<file path="config.mk">
export PLATFORM = sky130hd
export DESIGN_NAME = uart_fifo
export DESIGN_NICKNAME = d
export VERILOG_FILES = /design/src/rtl/uart_fifo_pkg.sv /design/src/rtl/uart_fifo_mem.sv /design/src/rtl/uart_fifo.sv
export SDC_FILE = /design/constraint.sdc
export NUM_CORES = 1
export LEC_CHECK = 0
export CAP_MARGIN = 20
export CORE_MARGIN = 5
export CORE_UTILIZATION = 40
export DETAILED_ROUTE_END_ITERATION = 12
export SETUP_SLACK_MARGIN = 0.5
export SYNTH_ARGS = -nofsm -noshare
export SYNTH_HDL_FRONTEND = slang
export SYNTH_SLANG_ARGS = --single-unit
</file>
<file path="constraint.sdc">
create_clock -name clk -period 3.24 [get_ports clk]
set_input_delay 0.648 -clock clk [delete_from_list [all_inputs] [get_ports clk]]
set_output_delay 0.648 -clock clk [all_outputs]
set_load 0.01 [all_outputs]
</file>
<file path="src/rtl/uart_fifo_pkg.sv">
// rtl/uart_fifo_pkg.sv - shared defaults and helpers for the UART FIFO
package uart_fifo_pkg;

    localparam int UART_FIFO_DATA_W_DEF = 8;
    localparam int UART_FIFO_DEPTH_DEF  = 4;
    localparam int DROP_CNT_W           = 16;

    // Occupancy needs one bit more than the pointers so that "full" is representable.
    function automatic int level_w(input int depth);
        return $clog2(depth) + 1;
    endfunction

endpackage

</file>
<file path="src/rtl/uart_fifo_mem.sv">
// rtl/uart_fifo_mem.sv - DEPTH x DATA_W register file, sync write, registered read
module uart_fifo_mem
    import uart_fifo_pkg::*;
#(
    parameter int DATA_W = UART_FIFO_DATA_W_DEF,
    parameter int DEPTH  = UART_FIFO_DEPTH_DEF
) (
    input  logic                     clk,
    input  logic                     reset_n,
    input  logic                     wr_en,
    input  logic [$clog2(DEPTH)-1:0] wr_addr,
    input  logic [DATA_W-1:0]        wr_data,
    input  logic                     rd_en,
    input  logic [$clog2(DEPTH)-1:0] rd_addr,
    output logic [DATA_W-1:0]        rd_data
);

    logic [DATA_W-1:0] mem [DEPTH];

    // Storage is deliberately left unreset; only the output register is cleared.
    always_ff @(posedge clk) begin
        if (wr_en) begin
            mem[wr_addr] <= wr_data;
        end
    end

    always_ff @(posedge clk or negedge reset_n) begin
        if (!reset_n) begin
            rd_data <= '0;
        end else if (rd_en) begin
            rd_data <= mem[rd_addr];
        end
    end

endmodule

</file>
<file path="src/rtl/uart_fifo.sv">
// rtl/uart_fifo.sv - UART ring-buffer FIFO; optional drop counter under UART_FIFO_DROP_CNT_EN
module uart_fifo
    import uart_fifo_pkg::*;
#(
    parameter int DATA_W   = UART_FIFO_DATA_W_DEF,
    parameter int DEPTH    = UART_FIFO_DEPTH_DEF,
    parameter int AF_LEVEL = DEPTH - 1
) (
    input  logic                      clk,
    input  logic                      reset_n,
    input  logic                      wr_en,
    input  logic [DATA_W-1:0]         wr_data,
    input  logic                      rd_en,
    output logic                      rd_ack,
    output logic [DATA_W-1:0]         rd_data,
    input  logic                      flush,
    input  logic                      clr_flags,
    output logic                      full,
    output logic                      empty,
    output logic                      almost_full,
    output logic [level_w(DEPTH)-1:0] level,
    output logic                      overflow,
    output logic                      underflow
`ifdef UART_FIFO_DROP_CNT_EN
    ,
    output logic [DROP_CNT_W-1:0]     drop_cnt
`endif
);

    localparam int AW = $clog2(DEPTH);
    localparam int LW = level_w(DEPTH);
    localparam logic [LW-1:0] DEPTH_C = LW'(DEPTH);
    localparam logic [LW-1:0] AF_C    = LW'(AF_LEVEL);

    logic [AW-1:0] wr_ptr;
    logic [AW-1:0] rd_ptr;
    logic [LW-1:0] count;
    logic          rd_ok;
    logic          wr_ok;
    logic          drop;
    logic          refuse;

    // A full FIFO still takes a write when a read frees a slot in the same cycle.
    assign rd_ok  = !flush && rd_en && (count != '0);
    assign wr_ok  = !flush && wr_en && ((count != DEPTH_C) || rd_ok);
    assign drop   = !flush && wr_en && !wr_ok;
    assign refuse = !flush && rd_en && !rd_ok;

    assign full        = (count == DEPTH_C);
    assign empty       = (count == '0);
    assign almost_full = (count >= AF_C);
    assign level       = count;

    uart_fifo_mem #(
        .DATA_W (DATA_W),
        .DEPTH  (DEPTH)
    ) u_mem (
        .clk     (clk),
        .reset_n (reset_n),
        .wr_en   (wr_ok),
        .wr_addr (wr_ptr),
        .wr_data (wr_data),
        .rd_en   (rd_ok),
        .rd_addr (rd_ptr),
        .rd_data (rd_data)
    );

    always_ff @(posedge clk or negedge reset_n) begin
        if (!reset_n) begin
            wr_ptr    <= '0;
            rd_ptr    <= '0;
            count     <= '0;
            rd_ack    <= 1'b0;
            overflow  <= 1'b0;
            underflow <= 1'b0;
`ifdef UART_FIFO_DROP_CNT_EN
            drop_cnt  <= '0;
`endif
        end else begin
            // A new drop or refusal wins over a simultaneous clear.
            overflow  <= (overflow && !clr_flags) || drop;
            underflow <= (underflow && !clr_flags) || refuse;
`ifdef UART_FIFO_DROP_CNT_EN
            if (flush) begin
                drop_cnt <= '0;
            end else if (clr_flags) begin
                drop_cnt <= drop ? DROP_CNT_W'(1) : '0;
            end else if (drop && (drop_cnt != '1)) begin
                drop_cnt <= drop_cnt + DROP_CNT_W'(1);
            end
`endif
            if (flush) begin
                wr_ptr <= '0;
                rd_ptr <= '0;
                count  <= '0;
                rd_ack <= 1'b0;
            end else begin
                rd_ack <= rd_ok;
                if (rd_ok) begin
                    rd_ptr <= rd_ptr + AW'(1);
                end
                if (wr_ok) begin
                    wr_ptr <= wr_ptr + AW'(1);
                end
                if (wr_ok && !rd_ok) begin
                    count <= count + LW'(1);
                end else if (rd_ok && !wr_ok) begin
                    count <= count - LW'(1);
                end
            end
        end
    end

endmodule

</file>
# Word-level counts from Yosys, hierarchy flattened
# Memories as Yosys holds them, arrays and structs flattened. A register that Yosys moved wholly into a read port is not among the register bits.
# Index checks and enable logic that the tools add are counted.
# classes
reduce_logical	23
n_lt_le_gt_ge	1
n_eq_ne	2
add_sub_neg	4
n_mux	10
# ops
op	count
$logic_and A1 B1 Y1	10
$mux W3	3
$mux W2	4
$reduce_bool A3 Y1	2
$logic_not A1 Y1	5
$add A2 B1 Y2 const B	2
$reduce_bool A2 Y1	2
$add A3 B1 Y3 const B	1
$eq A3 B3 Y1 const B	1
$ge A3 B2 Y1 const B	1
$logic_not A3 Y1	1
$logic_or A1 B1 Y1	3
$mux W1	3
$ne A3 B3 Y1 const B	1
$sub A3 B1 Y3 const B	1
# totals
inputBits	14
ramBits	32
wordCells	47
reg_bits	10
mem_count	1
out_inout_bits	17
# mem_list
memory	depth	width	rd	rd_ports_with_merged_regs	write_ports	line	rtl
u_mem.mem	4	8	1	1	1	uart_fifo_mem.sv:18	logic [DATA_W-1:0] mem [DEPTH];

# Logic depth before layout (Yosys ltp)
# logic_depth
depth_word	10
ltp_mapped	7
depth_no_buf	6

# Modules after synthesis
# Synthesis repeated with hierarchy kept, for this count alone.
# unflattened
hier_cells	135
area_unflattened_um2	2075.7
# modules_own_cells
mod	instances	seq_area_each_um2	area_each_um2	cells_each
uart_fifo_mem	1	1161.1	1516.5	82
uart_fifo	1	250.2	559.3	53

# Worst setup path before layout
# No wires, ideal clock.
# synth_timing
path_type	input -> register
startpoint	input rd_en
endpoint	register count[2], in the netlist level[2]
setup_slack_ns	0.800
required_ns	3.112
setup_ns	0.128
n_path_buf	0
path_stages	6
t_arrival_ns	2.312
path_cell_list	or4b_4 -> and4_4 -> fa_1 -> o21bai_1 -> a2bb2oi_1 -> mux2_1
# synth_via
elab_chain_cells	7
elab_cells_between_ends	11
classes_between	2 x mux; 9 x reduce/logical
# synth_rtl
item	line	rtl
start, declared	uart_fifo.sv:13	input logic rd_en,
$logic_and A1 B1 Y1 (*) (2 in a row)	uart_fifo.sv:44	assign rd_ok = !flush && rd_en && (count != '0);
$logic_or A1 B1 Y1	uart_fifo.sv:45	assign wr_ok = !flush && wr_en && ((count != DEPTH_C) || rd_ok);
$logic_and A1 B1 Y1	uart_fifo.sv:45	
$logic_and A1 B1 Y1 / $logic_not A1 Y1 (equally long branches)	uart_fifo.sv:105, uart_fifo.sv:107	
$mux W3 / $logic_and A1 B1 Y1 (equally long branches)	uart_fifo.sv:105, uart_fifo.sv:107	
$mux W3 / $reduce_bool A3 Y1 (equally long branches)	--	
end signal, assigned	uart_fifo.sv:106	count <= count + LW'(1);
end signal, assigned	uart_fifo.sv:108	count <= count - LW'(1);
end, declared	uart_fifo.sv:37	logic [LW-1:0] count;
# Mark *: on every way between the ends. The rest lies on a longest branch, timed or not.
# A chain may end at the register's enable or synchronous reset.

# Final worst setup path
# Same ends and word-level chain as after synthesis.

==> impl_metrics.ini <==
[outcome]
status = finished, final reports clean

[clock_tree]
clock_path_buffers = 2
clk-insertion-delay-late_ns = 0.30
cts_setup_buffers = 0
clockRootBuffer = clkbuf_8
cts.clk_slew.worst_paths_ns = 0.08
clkSinkCount = 50
cts_max_level = 2
cts_hold_buf = 0
cts_made_buffers = 5
cts_tree = done
ctsResizeCount = 0

[logic_synthesis]
synth_cells = 125
synth.most_common_cell = edfxtp_1
synth_warnings = 0
synthDistinctLibCells = 37
synth_area_leaders = edfxtp_1 (46%), dfrtp_1 (21%), mux4_2 (8.6%)
synth-edff-count = 32
synth_area_um2 = 2100
synth_async_sr_flop_share_pct = 36.0
syn_nets = 144
synth.avg_cell_area_um2 = 16.8
synth-seq-cells = 50
synthTopCellsByCount = edfxtp_1 (32), dfrtp_1 (18), mux2_2 (8), mux4_2 (8), inv_1 (7)
ys_seq_area_share_pct = 67.3
yosysTopAreaCellShare_pct = 45.8
ys.flop_type = edfxtp_1
synth_top_area_cell = edfxtp_1

[sta]
drv_slew = 0
skew_ns = 0.00731
hold_viol = 0
maxSlewHeadroom_pct = 44.3
min_period_over_period_pct = 81.1
fin_crit_ns = 2.63
fmax_mhz = 381
setup_viol = 0
rsz0062_at_grt = no
tightest_slew_ns = 0.833
fin_tns_setup_ns = 0

[worst_setup_path]
critPathMaxFanout = 5
critPathLaunch = rd_en
startpoint_type = input port
timing.rr.start = level[1]$_DFFE_PN0P_
endpoint_kind = register
crit_arrival_ns = 2.81
required_ns = 3.42
worstSetupPathType = input port to register

[final_layout]
area.growth.synth_to_final_pct = 21.7
fin_nets = 177
drive_above_1_share_pct = 18.2
stdcell_count = 229
diodes = 0

[power]
vdd_drop_max_uv = 319
power_density_nw_per_um2 = 619
leakage_nw = 0.931

[global_routing]
grt_max_degree = 19
antenna_found_initial = 0
grt.overflow.total = 0
grt_first_pass_wirelength_um = 5710
grt.total_usage_pct = 11.8
grt_pass1_vias = 1151

[drt]
drc = 0
wl_per_cell_um = 15.7
firstDrtPassIters = 4
routed-via-count = 1092
postRouteAntennaNets = 0
routed_wl_um = 3600
first_iter_violations = 37
vias_per_cell = 4.77

[floorplanning]
placement_rows = 26
num_io_pins = 31
core_um2 = 5110
start_util_pct = 41.1
dieArea_um2 = 6790
die_h_um = 82.4
die_width_um = 82.4

[placed_design]
dp.cells = 221
port_buffers = 30
gp_congestion = 0.743
dp_hpwl_um = 2500

[run]
timing.max_cap.violations = 0

[min_path]
hold_start = overflow$_DFF_PN0_
min_path_type = register to register
[area by class of cell]
type | instances | area, µm²
multi-input cells | 62 | 628
clock buffers | 5 | 68.8
clock inverters | 3 | 16.3
inverters | 7 | 26.3
well taps | 70 | 87.6
flip-flops and latches | 50 | 1410
repair buffers | 32 | 315
fillers | 455 | 2550
[state kept, by name, summed over array words and instances, names as in the netlist]
name           flops
rd_ptr             2
wr_ptr             2
rd_ack             1
overflow           1
underflow          1
level              3
u_mem.mem         32
u_mem.rd_data      8
[stage by stage]
step	worst slack [ns]	area, µm²	hold WS [ns]	power [mW]	utilization (%)
floorplan	0.800	2100	0.352	1.05	-
global placement	0.315	2470	0.482	1.25	48.3
detailed placement	0.295	2470	0.479	1.26	48.3
CTS	0.614	2550	0.504	1.61	50.0
global route	0.509	2550	0.525	1.66	50.0
finish	0.612	2550	0.495	1.58	50.0
[path summary, 6_finish.rpt]
kind | depth (start not counted) | endpoint | slack (ns)
worst max-delay path | 7 | level[2]$_DFFE_PN0P_ | 0.61
worst min-delay path | 1 | overflow$_DFF_PN0_ | 0.50
worst max register to register | 6 | level[2]$_DFFE_PN0P_ | 0.79
worst min register to register | 1 | overflow$_DFF_PN0_ | 0.50
max in group asynchronous | 1 | u_mem.rd_data[5]$_DFFE_PN0P_ | 1.90
min in group asynchronous | 1 | level[0]$_DFFE_PN0P_ | 0.82
[cell usage in the layout (no fill, tap or decap), types with 2 or more instances in the layout]
cell | netlist | layout
nor2_1 | 5 | 5
nand2_1 | 2 | 2
mux2_2 | 8 | 8
and3_1 | 2 | 2
o21ai_0 | 2 | 2
inv_1 | 7 | 7
clkinv_1 | 0 | 2
mux4_2 | 8 | 8
buf_4 | 0 | 2
dfrtp_1 | 18 | 18
nor3_1 | 2 | 2
ha_1 | 4 | 4
clkbuf_8 | 0 | 5
and2_1 | 5 | 5
xnor2_1 | 2 | 2
edfxtp_1 | 32 | 32
a21oi_1 | 3 | 3
clkdlybuf4s50_1 | 0 | 30
[per-layer routing]
metal | GRT usage (%) | vias up | wire [µm]
li1 | - | 531 | -
met2 | 18.7 | 23 | 1760
met3 | 3.36 | 8 | 175
met5 | 0 | - | 0
met4 | 4.98 | 0 | 70
met1 | 15.2 | 530 | 1590
[power breakdown]
group,leakage (nW),switching (mW),internal [mW],total [mW]
combinational,0.368,0.149,0.253,0.402
clock,0.0432,0.196,0.148,0.345
sequential,0.519,0.0718,0.762,0.834
total,0.931,0.417,1.16,1.58
[kinds of logic after synthesis]
| logic type | Yosys count | synth area share (%) |
|---|---|---|
| AOI/OAI and AO/OA | 14 | 5.49 |
| DFF | 50 | 67.3 |
| buffers and inverters | 13 | 2.80 |
| and+or+nand+nor | 23 | 6.44 |
| muxes | 17 | 13.4 |
| adders and majority gates | 5 | 3.34 |
| xor gates and xnor gates | 3 | 1.25 |
[worst max-delay path: stages]
cell and delay, ns:
clkdlybuf4s50_1 0.42, or4b_4 0.54, and4_4 0.22, fa_1 0.37, o21bai_1 0.16, a2bb2oi_1 0.14
mux2_1 0.31
(Power assumes the default switching activity.)
